### config.mk
export PLATFORM = sky130hd
export DESIGN_NAME = serial_feeder
export DESIGN_NICKNAME = d
export VERILOG_FILES = /design/src/rtl/serial_feeder.sv
export SDC_FILE = /design/constraint.sdc
export NUM_CORES = 1
export LEC_CHECK = 0
export ABC_AREA = 1
export CORE_MARGIN = 2
export CORE_UTILIZATION = 31
export DETAILED_ROUTE_END_ITERATION = 10
export HOLD_SLACK_MARGIN = 0.15
export PLACE_DENSITY = 0.48
export SYNTH_ARGS = -nofsm -noshare
export SYNTH_HDL_FRONTEND = slang
export SYNTH_SLANG_ARGS = --single-unit
### constraint.sdc
create_clock -name clk -period 1.8 [get_ports clk]
set_input_delay 0.27 -clock clk [delete_from_list [all_inputs] [get_ports clk]]
set_output_delay 0.27 -clock clk [all_outputs]
set_load 0.01 [all_outputs]
### src/rtl/serial_feeder.sv
// serial_feeder: parallel-to-serial shifter, LSB first, with a one-word pending buffer
// so back-to-back words leave with no idle bit between them.
module serial_feeder #(
  parameter int WIDTH = 64
) (
  input  logic             clk,
  input  logic             rst,
  input  logic             load_valid,
  input  logic [WIDTH-1:0] load_data,
  output logic             load_ready,
  input  logic             pause,
  output logic             dout,
  output logic             dout_valid,
  output logic             word_done,
  output logic             busy
);
  localparam int CW = $clog2(WIDTH) + 1;
  localparam logic [CW-1:0] LAST = CW'(WIDTH - 1);
  typedef enum logic {IDLE, SHIFT} state_e;
  state_e           state_q;
  logic [WIDTH-1:0] shift_q, pend_q;
  logic             pend_full_q;
  logic [CW-1:0]    cnt_q;
  logic             accept;
  assign load_ready = ~pend_full_q;
  assign accept     = load_valid & load_ready;
  assign dout_valid = state_q == SHIFT;
  assign dout       = dout_valid & shift_q[0];
  assign word_done  = dout_valid && cnt_q == LAST && !pause;
  assign busy       = dout_valid | pend_full_q;
  always_ff @(posedge clk or negedge rst) begin
    if (!rst) begin
      state_q     <= IDLE;
      shift_q     <= '0;
      pend_q      <= '0;
      pend_full_q <= 1'b0;
      cnt_q       <= '0;
    end else begin
      case (state_q)
        IDLE: if (accept) begin
          shift_q <= load_data;
          cnt_q   <= '0;
          state_q <= SHIFT;
        end
        SHIFT: if (word_done) begin
          // pending word wins; otherwise a word arriving on the last bit goes straight in
          if (pend_full_q) begin
            shift_q     <= pend_q;
            pend_full_q <= 1'b0;
            cnt_q       <= '0;
          end else if (accept) begin
            shift_q <= load_data;
            cnt_q   <= '0;
          end else begin
            state_q <= IDLE;
          end
        end else begin
          if (!pause) begin
            shift_q <= shift_q >> 1;
            cnt_q   <= cnt_q + 1'b1;
          end
          if (accept) begin
            pend_q      <= load_data;
            pend_full_q <= 1'b1;
          end
        end
      endcase
    end
  end
endmodule

* Yosys cells after proc, flatten, opt, wreduce, memory -nomap -nowiden
Cells that the tools add are included.
** Storage, ports and cells
- Flip-flop bits (word level) :: 137
- Output and inout bits :: 5
- Bits in writable memories :: 0
- Memory bits (read-only) :: 0
- Input bits :: 68
- Logic and storage cells :: 36
- Bits in latches :: 0
- Memories kept :: 0
** Operators by class
- $add $sub $neg :: 1
- Reduce and logical (&&, ||, !) cells :: 6
- Multipliers :: 0
- Div/mod/pow operators :: 0
- Bitwise operators :: 6
- Equality and inequality tests :: 2
- Mux-type cells :: 16
- $lt $le $gt $ge :: 0
- Shift operators :: 0
** Operators by type and width (count)
- 2-to-1 mux 64 bit :: 4
- one-hot mux 64 bit (2 select lines) :: 1
- 2-to-1 mux 7 bit :: 4
- one-hot mux 7 bit (2 select lines) :: 1
- adder 7 x 1 -> 7 bit, second input constant :: 1
- == test 7 x 6 -> 1 bit, second input constant :: 1
- 2-to-1 mux 1 bit :: 5
- inequality test 3 bit, second input constant :: 1
- NOT 1 bit :: 3
- AND reduction 3 bit :: 1
- bitwise AND 1 bit :: 2
- logical AND 1 bit :: 2
- one-hot mux 1 bit (2 select lines) :: 1
- AND reduction 2 bit :: 1
- nonzero test 2 bit :: 1
- logical NOT 1 bit :: 1
- bitwise OR 1 bit :: 1

* Longest topological paths before layout
- Depth after elaboration :: 6
- Gate-level depth with buffers :: 13
- Gate-level depth less buffers :: 12

* Worst setup path before layout
Ideal clock, no wire load.
- Path type :: flip-flop to flip-flop
- Start point :: reg cnt_q[0]
- End point :: reg shift_q[55]
- Data required time :: 1.687 ns
- Slack :: 0.176 ns
- Buffers on the path :: 2
- Clock period less this slack :: 1.624 ns
- Cell stages (with the launch flop) :: 13
- Arrival time :: 1.512 ns
- Setup time :: 0.113 ns
- Cells stage by stage :: dfrtp_1 ha_1 nand2_2 nor2_4 nand3_4 nand2_2 buf_6 buf_4 nand3_1 nand2_1 nand2_1 nand2_1 inv_1
** On the way
- Word-level cells in the longest chain between the ends :: 5
- Elaborated cells on any way between the ends :: 6
- Classes of those cells :: eq/ne: 2; mux: 2; reduce/logical: 2
** RTL lines
- start: declaration :: line 23 : logic [CW-1:0] cnt_q;
- start signal: assignment :: line 60 : cnt_q <= cnt_q + 1'b1;
- == test 7 x 6 -> 1 bit * :: line 29 : assign word_done = dout_valid && cnt_q == LAST && !pause;
- logical AND 1 bit * (2 in a row) :: line 29
- 2-to-1 mux 64 bit :: line 45 : SHIFT: if (word_done) begin
- one-hot mux 64 bit (2 select lines) :: line 39 : case (state_q)
- end signal: assignment :: line 41 : shift_q <= load_data;
- end signal: assignment :: line 48 : shift_q <= pend_q;
- end signal: assignment :: line 52 : shift_q <= load_data;
- end: declaration :: line 21 : logic [WIDTH-1:0] shift_q, pend_q;
Mark *: on every way between the ends. The rest lies on a longest branch, timed or not.
A chain may end at the register's enable or synchronous reset.

* Worst setup path in the final report
- Start point :: reg cnt_q[1]
- End point :: reg shift_q[36]
Same word-level chain as after synthesis.

==> metrics.cfg <==
[timing]
finalCriticalPeriod_ns = 1.87
rsz0062_at_grt = yes
worst_slew_pin_slew_ns = 0.533
setup_ws_ns = -0.0704
skew_ns = 0.0147
clock.fmax_mhz = 535
tns_ns = -1.57
final_hold_viol_count = 0
setup_viol_count_final = 40
slew_headroom = 0.645
finalMaxSlewViolations = 0
period_share = 1.04

[logic_synthesis]
synth_cell_types = 29
netlist_instances = 1086
synth_nets = 1155
yosysTopAreaCell = dfrtp_1
synth_seq_area_share = 0.451
ys_warn_count = 0
ys_ff_latch = 137
avgSynthCellArea_um2 = 7.00
async_flop_share = 1.00
syn_area_um2 = 7610
ys.flop_type = dfrtp_1
synth_area_leaders = dfrtp_1 (45%), nand2_1 (17%), nor2_1 (8.1%), o21ai_0 (7.4%), inv_1 (5.4%)
yosys.area.top_type_share = 0.451
synth_edf_count = 0

[route]
wl_per_cell_um = 14.8
routed_wl_um = 22700
vias = 7014
drtAntennaViolNets = 0
drt_iter0_drc = 415
drc = 0
viasPerCell = 4.59
drtPass1Iterations = 4

[finish]
final_cell_mix = nand2_1 (334), nor2_1 (163), dfrtp_1 (137), inv_1 (110), o21ai_0 (107)
final_common_cell = nand2_1
n_antenna_cell = 0
drive_above_1_share = 0.125
fin_area_um2 = 10000
fill_cells = 2496
final_cells = 1528
syn2layout_area_growth_pct = 31.7
nNetsFinal = 1262

[power_and_ir_drop]
swShare = 0.313
internal-power_uw = 7290
switching_power_uw = 3320
p_total_uw = 10600
seq_power_share = 0.425
clockPowerShare = 0.340
p_per_area_nw_per_um2 = 1060
power.share.combinational = 0.235
vdd_drop_max_uv = 424
leakage_uw = 0.00507

[grt]
grt-ovfl-total = 0
grtUsageTotal = 0.178
grt_pass1_vias = 6592
antenna_found_initial = 0
grt_start_max_net_pins = 49
grt_pass1_wl_um = 36300

[clock_tree]
clk_latency_ns = 0.43
path_clk_slew_ns = 0.06
htree_levels = 4
root_buffer = clkbuf_16
cts.sinks = 137
cts_tree = done
cts_buffers = 17
cts_buffer_depth = 2

[floorplanning]
io_pins = 73
fp-row-count = 57
die-area_um2 = 25800
die_x_um = 161
core_area_um2 = 24200
start_util = 0.315
die_h_um = 161

[placed_design]
gp_congestion = 0.791
io_buffer_count = 72
dpl.cell_count = 1482
placed_cell_area_um2 = 9070
dp_hpwl_um = 14600

[run_status]
violations = setup timing
status = finished, violations left

[worst_setup_path]
rrSetupSlack_ns = -0.07
cp_max_fo = 15
crit_arrival_ns = 2.23
crit_path_end_kind = register
critPathRequiredTime_ns = 2.16
crit_path_start_kind = register
worstSetupPathType = reg2reg

[min_path]
hp-class = in2async

[flow_run]
drv_cap = 0

-- synth_stat cells, types with 7 or more instances --
cell,count
buf_6,14
o22ai_1,7
nor2_1,164
dfrtp_1,137
buf_2,19
o21ai_0,113
nand2_1,346
nand3_1,56
a21oi_1,38
inv_1,110
o211ai_1,20
clkbuf_1,24
-- what timing repair did --
| action | CTS | global route |
|---|---|---|
| gates resized for setup | 14 | 39 |
| setup endpoints to repair | 16 | 135 |
| cloned | 0 | 4 |
| hold buffers | 1 | 0 |
| pin swaps | 1 | 20 |
| buffers inserted | 4 | 8 |
| hold endpoints to repair | 40 | 0 |
-- flip-flops by register name, summed over array words and instances, names as in the netlist --
signal       cells
cnt_q            7
dout_valid       1
pend_full_q      1
pend_q          64
shift_q         64
-- routing by layer --
layer / share of wire / global-route usage / up-vias
li1: - / - / 3606
met1: 0.51 / 0.266 / 3261
met2: 0.44 / 0.264 / 129
met3: 0.039 / 0.0315 / 18
met4: 0.015 / 0.0479 / 0
met5: 0 / 0 / -
-- worst paths after layout --
kind | from | end | cells past startpoint
setup / recovery | cnt_q[1] | shift_q[36] | 13
hold / removal | rst | pend_q[8] | 2
setup reg to reg | cnt_q[1] | shift_q[36] | 13
hold reg to reg | pend_q[43] | pend_q[43] | 2
max in group asynchronous | rst | shift_q[1] | 3
min in group clk | load_data[46] | pend_q[46] | 3
-- through the flow --
stage           util  setup slack, ns  hold slack [ns]
3_5_place_dp   0.375           -0.163            0.279
4_1_cts        0.403           -0.119            0.385
5_1_grt        0.414           -0.163            0.417
3_3_place_gp   0.375           -0.149            0.272
2_1_floorplan      -            0.176          -0.0256
6_report       0.414          -0.0704            0.357
-- power by group through the flow --
stage | combinational, µW | sequential [µW] | clock, µW
4_1_cts | 2440 | 4490 | 3690
5_1_grt | 2920 | 4620 | 3810
6_report | 2500 | 4510 | 3600
3_3_place_gp | 2390 | 4530 | 0
3_5_place_dp | 2420 | 4520 | 0
2_1_floorplan | 1660 | 4400 | 0
-- area by class of cell --
class	count	area, µm²	area share
inverters	115	439	0.0438
repair buffers	153	1690	0.168
clock inverters	12	153	0.0152
flip-flops and latches	137	3430	0.342
clock buffers	18	439	0.0438
multi-input cells	769	3470	0.346
well taps	324	405	0.0405
-- worst max-delay path, cell delays in order (launching register included) --
cell and delay, ns:
dfrtp_1 0.37, ha_2 0.21, nand2_4 0.06, nor2_4 0.12, buf_6 0.13, nand3_4 0.08
buf_6 0.14, nor2_4 0.14, buf_12 0.14, clkbuf_16 0.17, nand2_1 0.06, nand2_1 0.06
nor2_1 0.04, nor2_1 0.08
-- logic make-up after synthesis --
kind of cell	count (synthesis)	share of synthesized area
XOR/XNOR	1	0.00115
AO/OA/AOI/OAI	186	0.131
flip-flops	137	0.451
adder cells (fa/ha/maj)	1	0.00164
AND/OR/NAND/NOR	581	0.306
buffers and inverters	180	0.109
No activity file was read; power rests on OpenSTA's default activity.
